<file path="src/rtl/alu_cmd_issuer.sv">
// alu_cmd_issuer: front-end command issuer for the ALU core.
// Synchronises and debounces the send button, snapshots the switches on each
// clean press, offers exactly one command per press over valid/ready, then
// waits for the core's response and latches the result byte for display.
//
// Ports:
//   clock, reset         board clock (rising edge), async active-high reset
//   sw[15:0]             switches: [15:8] data byte, [3:0] opcode
//   btn                  raw bouncy send button, asynchronous to clock
//   cmd_valid/op/data    command offered to the core
//   cmd_ready            core accepts the offered command this cycle
//   rsp_valid, rsp_y     core result handshake
//   result               last captured Y
//   busy                 a command is in flight
//   dropped              sticky: a press arrived while busy
module alu_cmd_issuer #(
  parameter int unsigned DEBOUNCE_CYCLES = 100000
) (
  input  logic        clock,
  input  logic        reset,
  input  logic [15:0] sw,
  input  logic        btn,
  output logic        cmd_valid,
  output logic [3:0]  cmd_op,
  output logic [7:0]  cmd_data,
  input  logic        cmd_ready,
  input  logic        rsp_valid,
  input  logic [7:0]  rsp_y,
  output logic [7:0]  result,
  output logic        busy,
  output logic        dropped
);

  localparam int unsigned CNT_W = (DEBOUNCE_CYCLES < 2) ? 1 : $clog2(DEBOUNCE_CYCLES + 1);
  localparam logic [CNT_W-1:0] CNT_LAST = CNT_W'(DEBOUNCE_CYCLES - 1);
  // Opcodes above this one manipulate A/B only and produce no displayable Y.
  localparam logic [3:0] LAST_RESULT_OP = 4'hC;

  typedef enum logic [1:0] {IDLE, ISSUE, WAIT_RSP} state_t;

  state_t           state_q, state_d;
  logic             btn_s1, btn_s2;
  logic [15:0]      sw_s1, sw_s2;
  logic             deb_q, deb_dly_q;
  logic [CNT_W-1:0] cnt_q;
  logic             press;

  logic             cmd_valid_d;
  logic [3:0]       cmd_op_d;
  logic [7:0]       cmd_data_d;
  logic [7:0]       result_d;
  logic             dropped_d;
  logic             capture;
  logic             sw_unused;

  assign sw_unused = ^sw_s2[7:4];

  // Two-flop synchronisers for the button and switches.
  always_ff @(posedge clock or posedge reset) begin
    if (reset) begin
      btn_s1 <= 1'b0;
      btn_s2 <= 1'b0;
      sw_s1  <= '0;
      sw_s2  <= '0;
    end else begin
      btn_s1 <= btn;
      btn_s2 <= btn_s1;
      sw_s1  <= sw;
      sw_s2  <= sw_s1;
    end
  end

  // Debounce: the level flips only after DEBOUNCE_CYCLES consecutive differing samples.
  always_ff @(posedge clock or posedge reset) begin
    if (reset) begin
      cnt_q     <= '0;
      deb_q     <= 1'b0;
      deb_dly_q <= 1'b0;
    end else begin
      deb_dly_q <= deb_q;
      if (btn_s2 == deb_q) begin
        cnt_q <= '0;
      end else if (cnt_q == CNT_LAST) begin
        cnt_q <= '0;
        deb_q <= ~deb_q;
      end else begin
        cnt_q <= cnt_q + CNT_W'(1);
      end
    end
  end

  assign press = deb_q & ~deb_dly_q;

  // State register.
  always_ff @(posedge clock or posedge reset) begin
    if (reset) state_q <= IDLE;
    else       state_q <= state_d;
  end

  // Next-state logic; a same-edge accept+response skips WAIT_RSP.
  always_comb begin
    state_d = state_q;
    case (state_q)
      IDLE:     if (press)     state_d = ISSUE;
      ISSUE:    if (cmd_ready) state_d = rsp_valid ? IDLE : WAIT_RSP;
      WAIT_RSP: if (rsp_valid) state_d = IDLE;
      default:                 state_d = IDLE;
    endcase
  end

  // Next values of the registered outputs.
  always_comb begin
    cmd_valid_d = cmd_valid;
    cmd_op_d    = cmd_op;
    cmd_data_d  = cmd_data;
    result_d    = result;
    dropped_d   = dropped | (press & (state_q != IDLE));
    capture     = 1'b0;
    case (state_q)
      IDLE: begin
        if (press) begin
          cmd_valid_d = 1'b1;
          cmd_op_d    = sw_s2[3:0];
          cmd_data_d  = sw_s2[15:8];
        end
      end
      ISSUE: begin
        if (cmd_ready) begin
          cmd_valid_d = 1'b0;
          capture     = rsp_valid;
        end
      end
      WAIT_RSP: capture = rsp_valid;
      default: ;
    endcase
    if (capture && (cmd_op <= LAST_RESULT_OP)) result_d = rsp_y;
  end

  // Output registers.
  always_ff @(posedge clock or posedge reset) begin
    if (reset) begin
      cmd_valid <= 1'b0;
      cmd_op    <= '0;
      cmd_data  <= '0;
      result    <= '0;
      busy      <= 1'b0;
      dropped   <= 1'b0;
    end else begin
      cmd_valid <= cmd_valid_d;
      cmd_op    <= cmd_op_d;
      cmd_data  <= cmd_data_d;
      result    <= result_d;
      busy      <= (state_d != IDLE);
      dropped   <= dropped_d;
    end
  end

endmodule

</file>
<file path="config.mk">
export PLATFORM = sky130hd
export DESIGN_NAME = alu_cmd_issuer
export DESIGN_NICKNAME = d
export VERILOG_FILES = /design/src/rtl/alu_cmd_issuer.sv
export SDC_FILE = /design/constraint.sdc
export NUM_CORES = 1
export LEC_CHECK = 0
export BUFFER_PORTS_ARGS = -buffer_cell sky130_fd_sc_hd__buf_2
export CORE_ASPECT_RATIO = 1.5
export CORE_UTILIZATION = 46
export DETAILED_ROUTE_END_ITERATION = 12
export PLACE_DENSITY_LB_ADDON = 0.12
export SKIP_CTS_REPAIR_TIMING = 1
export SYNTH_ARGS = -nofsm -noshare
export SYNTH_HDL_FRONTEND = slang
export SYNTH_SLANG_ARGS = --single-unit
</file>
<file path="constraint.sdc">
create_clock -name clock -period 3.15 [get_ports clock]
set_clock_uncertainty 0.1 [all_clocks]
set_input_delay 0.315 -clock clock [delete_from_list [all_inputs] [get_ports clock]]
set_output_delay 0.315 -clock clock [all_outputs]
set_load 0.005 [all_outputs]
</file>
==> insert_results.sql <==
INSERT INTO impl_metrics (metric_group, metric, value, unit) VALUES
('clock_network', 'clkTransAtPathRegs', '80', 'ps'),
('logic_synthesis', 'ys_top_cells_by_area', 'sky130_fd_sc_hd__dfrtp_1, sky130_fd_sc_hd__mux2_2, sky130_fd_sc_hd__xnor2_1, sky130_fd_sc_hd__ha_1, sky130_fd_sc_hd__nor2_1', ''),
('global_route', 'grt_first_pass_wirelength', '6.78', 'mm'),
('floorplan', 'die_h', '94.8', 'µm'),
('clock_network', 'htree_num_levels', '3', ''),
('floorplan', 'floorplan.core_area', '5490', 'µm²'),
('logic_synthesis', 'ys_dominant_reg_cell', 'sky130_fd_sc_hd__dfrtp_1', ''),
('worst_setup_path', 'worstSetupEndpointType', 'flop', ''),
('layout', 'layout-area-overhead-vs-synth', '25.5', '%'),
('layout', 'filler_cell_count', '455', ''),
('job', 'cap_viol_max_count', '0', ''),
('place', 'dp.final_hpwl', '2.88', 'mm'),
('run_status', 'outcome', 'complete, no violations', ''),
('worst_setup_path', 'crit_path_start_kind', 'flop', ''),
('global_route', 'grt.overflow.total', '0', ''),
('clock_network', 'ctsRootBufferMaster', 'sky130_fd_sc_hd__clkbuf_8', ''),
('routing', 'route.vias.total', '1661', ''),
('sta', 'finalMaxSlewViolations', '0', ''),
('routing', 'postRouteAntennaNets', '0', ''),
('logic_synthesis', 'synthMostInstantiatedCell', 'sky130_fd_sc_hd__dfrtp_1', ''),
('layout', 'multiInputGateArea', '848', 'µm²'),
('layout', 'final_util', '60.3', '%'),
('worst_setup_path', 'required', '3230', 'ps'),
('floorplan', 'fp.dieArea', '6050', 'µm²'),
('global_route', 'grt_max_degree', '29', ''),
('worst_setup_path', 'timing.critical_path.fanout_max', '17', ''),
('sta', 'timing.slew.headroom', '50.6', '%'),
('worst_setup_path', 'critPathLaunch', 'cnt_q[0]', ''),
('layout', 'seq_area', '1750', 'µm²'),
('worst_hold_path', 'worst_hold_launch', 'rsp_y[5]', ''),
('routing', 'detail_route.drc_violations', '0', ''),
('clock_network', 'cts_tree', 'done', ''),
('floorplan', 'fp.dieW', '63.8', 'µm'),
('logic_synthesis', 'netlist.area_leader.share', '66.4', '%'),
('logic_synthesis', 'number_of_flops_mapped_to_enable_cells_by_yosys', '0', ''),
('worst_setup_path', 'r2r-start', 'cnt_q[0]', ''),
('place', 'gpl.final_weighted_congestion', '0.753', ''),
('clock_network', 'clkLatencyLatePin', '330', 'ps'),
('logic_synthesis', 'synth_seq_area_share', '66.4', '%'),
('sta', 'fin_crit_sh', '66.7', '%'),
('logic_synthesis', 'synth_largest_area_cell', 'sky130_fd_sc_hd__dfrtp_1', ''),
('floorplan', 'starting_density_of_the_core', '48.1', '%'),
('layout', 'fin_nets', '296', ''),
('worst_setup_path', 'setup_crit_path_kind', 'reg2reg', ''),
('logic_synthesis', 'netlist_area', '2640', 'µm²'),
('layout', 'number_of_diodes_added_for_antenna_fixing', '0', ''),
('pwr', 'ir_worst_vdd', '0.300', 'mV'),
('worst_hold_path', 'min_path_type', 'in2reg', ''),
('routing', 'wire_per_inst', '12.6', 'µm'),
('logic_synthesis', 'synth_nets', '225', ''),
('floorplan', 'num_rows', '33', ''),
('sta', 'finalSetupViolations', '0', ''),
('logic_synthesis', 'post_synth_num_cell_types', '33', ''),
('routing', 'drt_wl_total', '4.22', 'mm'),
('worst_setup_path', 'cp_data_arrival_time', '2180', 'ps'),
('sta', 'max_freq', '0.476', 'GHz'),
('place', 'placement.io_buffers', '47', ''),
('routing', 'drt_first_pass_iters', '4', ''),
('logic_synthesis', 'synth.cells.most_frequent', 'sky130_fd_sc_hd__dfrtp_1, sky130_fd_sc_hd__mux2_2, sky130_fd_sc_hd__nor2_1, sky130_fd_sc_hd__xnor2_1', ''),
('clock_network', 'clockBufferDepth', '2', ''),
('global_route', 'grt_util_all_layers', '15.0', '%'),
('pwr', 'power.density', '585', 'nW/µm²'),
('sta', 'unrepaired_setup_endpoints_after_global_routing', 'no', ''),
('logic_synthesis', 'postSynthCellCount', '190', ''),
('sta', 'tightest_slew', '741', 'ps'),
('floorplan', 'pin_count', '52', ''),
('routing', 'drtIter0Drc', '34', ''),
('logic_synthesis', 'asyncSetResetFlopFracSynth', '100', '%'),
('pwr', 'cellLeakagePower', '1.60', 'nW'),
('logic_synthesis', 'postSynthRegisterBits', '70', ''),
('sta', 'setup-tns-final', '0', 'ps'),
('clock_network', 'cts-buffers-inserted', '9', ''),
('layout', 'post_route_cells_drive_above_1_share', '33.8', '%'),
('logic_synthesis', 'ys_warn_count', '0', ''),
('routing', 'post_detailed_route_via_to_cell_ratio', '4.94', ''),
('sta', 'finalWorstPathRequiredPeriod', '2100', 'ps'),
('global_route', 'vias_in_the_first_global_route', '1532', ''),
('logic_synthesis', 'avgSynthCellArea', '13.9', 'µm²'),
('sta', 'final-hold-violation-count', '0', ''),
('clock_network', 'numClockSinks', '70', ''),
('global_route', 'antenna_found_initial', '0', '');
==> state kept, by name, summed over array words and instances (netlist names), 2 cells and up <==
name      count
cnt_q        17
sw_s1        12
sw_s2        12
cmd_data      8
result        8
cmd_op        4
state_q       2
==> cells by family after synthesis <==
family | count (synthesis) | synth area share, %
XOR/XNOR | 15 | 4.98
multiplexers | 21 | 8.96
AO/OA/AOI/OAI | 14 | 4.17
adder cells (fa/ha/maj) | 6 | 2.84
AND/OR/NAND/NOR | 54 | 11.2
flip-flops | 70 | 66.4
buffers and inverters | 10 | 1.47
==> cell type report <==
cell class              instances  share of cell area [%]
multi-input cells             110                    25.6
clock inverters                 6                    2.08
well taps                      70                    2.65
clock buffers                  10                    4.16
flip-flops and latches         70                    52.9
inverters                       7                   0.794
repair buffers                 63                    11.8
==> per-layer routing <==
| metal | vias to the layer above | global-route usage (%) | wire [µm] |
|---|---|---|---|
| met5 | - | 0 | 0 |
| met4 | 0 | 7.39 | 65 |
| met2 | 40 | 25.7 | 2210 |
| li1 | 798 | - | - |
| met1 | 816 | 16.4 | 1760 |
| met3 | 7 | 5.19 | 182 |
==> report_power, final <==
part / internal, mW / switching, mW / leakage [nW]
combinational: 0.117 / 0.0953 / 0.596
sequential: 0.977 / 0.0329 / 0.904
clock: 0.391 / 0.323 / 0.103
==> metrics by stage <==
step	instances	setup WS, ps	instance area [µm²]	hold WS (ps)	total power, mW
4_1_cts	322	979	3170	-185	1.96
2_1_floorplan	190	967	2640	231	1.14
6_report	336	1050	3310	115	1.94
3_3_place_gp	306	987	2960	182	1.23
5_1_grt	336	788	3310	95.0	2.05
3_5_place_dp	306	991	2960	191	1.23
==> cells in the final DEF (no fill, tap or decap), types with 6 or more instances in the layout <==
master,count
sky130_fd_sc_hd__dlygate4sd3_1,14
sky130_fd_sc_hd__clkbuf_8,10
sky130_fd_sc_hd__dfrtp_1,70
sky130_fd_sc_hd__mux2_2,21
sky130_fd_sc_hd__nor2_1,18
sky130_fd_sc_hd__ha_1,6
sky130_fd_sc_hd__xnor2_1,10
sky130_fd_sc_hd__buf_2,47
sky130_fd_sc_hd__nand2_1,7
sky130_fd_sc_hd__inv_1,6
==> worst paths after layout <==
| kind | slack [ps] | end | depth (start not counted) |
|---|---|---|---|
| max in group asynchronous | 1890 | cnt_q[13] | 4 |
| hold / removal | 110 | result[5] | 2 |
| min in group asynchronous | 400 | sw_s1[11] | 3 |
| setup / recovery | 1050 | cnt_q[13] | 5 |
| hold reg to reg | 250 | btn_s2 | 0 |
| setup reg to reg | 1050 | cnt_q[13] | 5 |
==> worst max-delay path: stages, from the launching register on <==
cell	delay [ps]
sky130_fd_sc_hd__dfrtp_1	390
sky130_fd_sc_hd__ha_1	250
sky130_fd_sc_hd__and4_1	270
sky130_fd_sc_hd__nand2_1	120
sky130_fd_sc_hd__o31ai_4	700
sky130_fd_sc_hd__nor2_1	120
(Power assumes the default switching activity.)
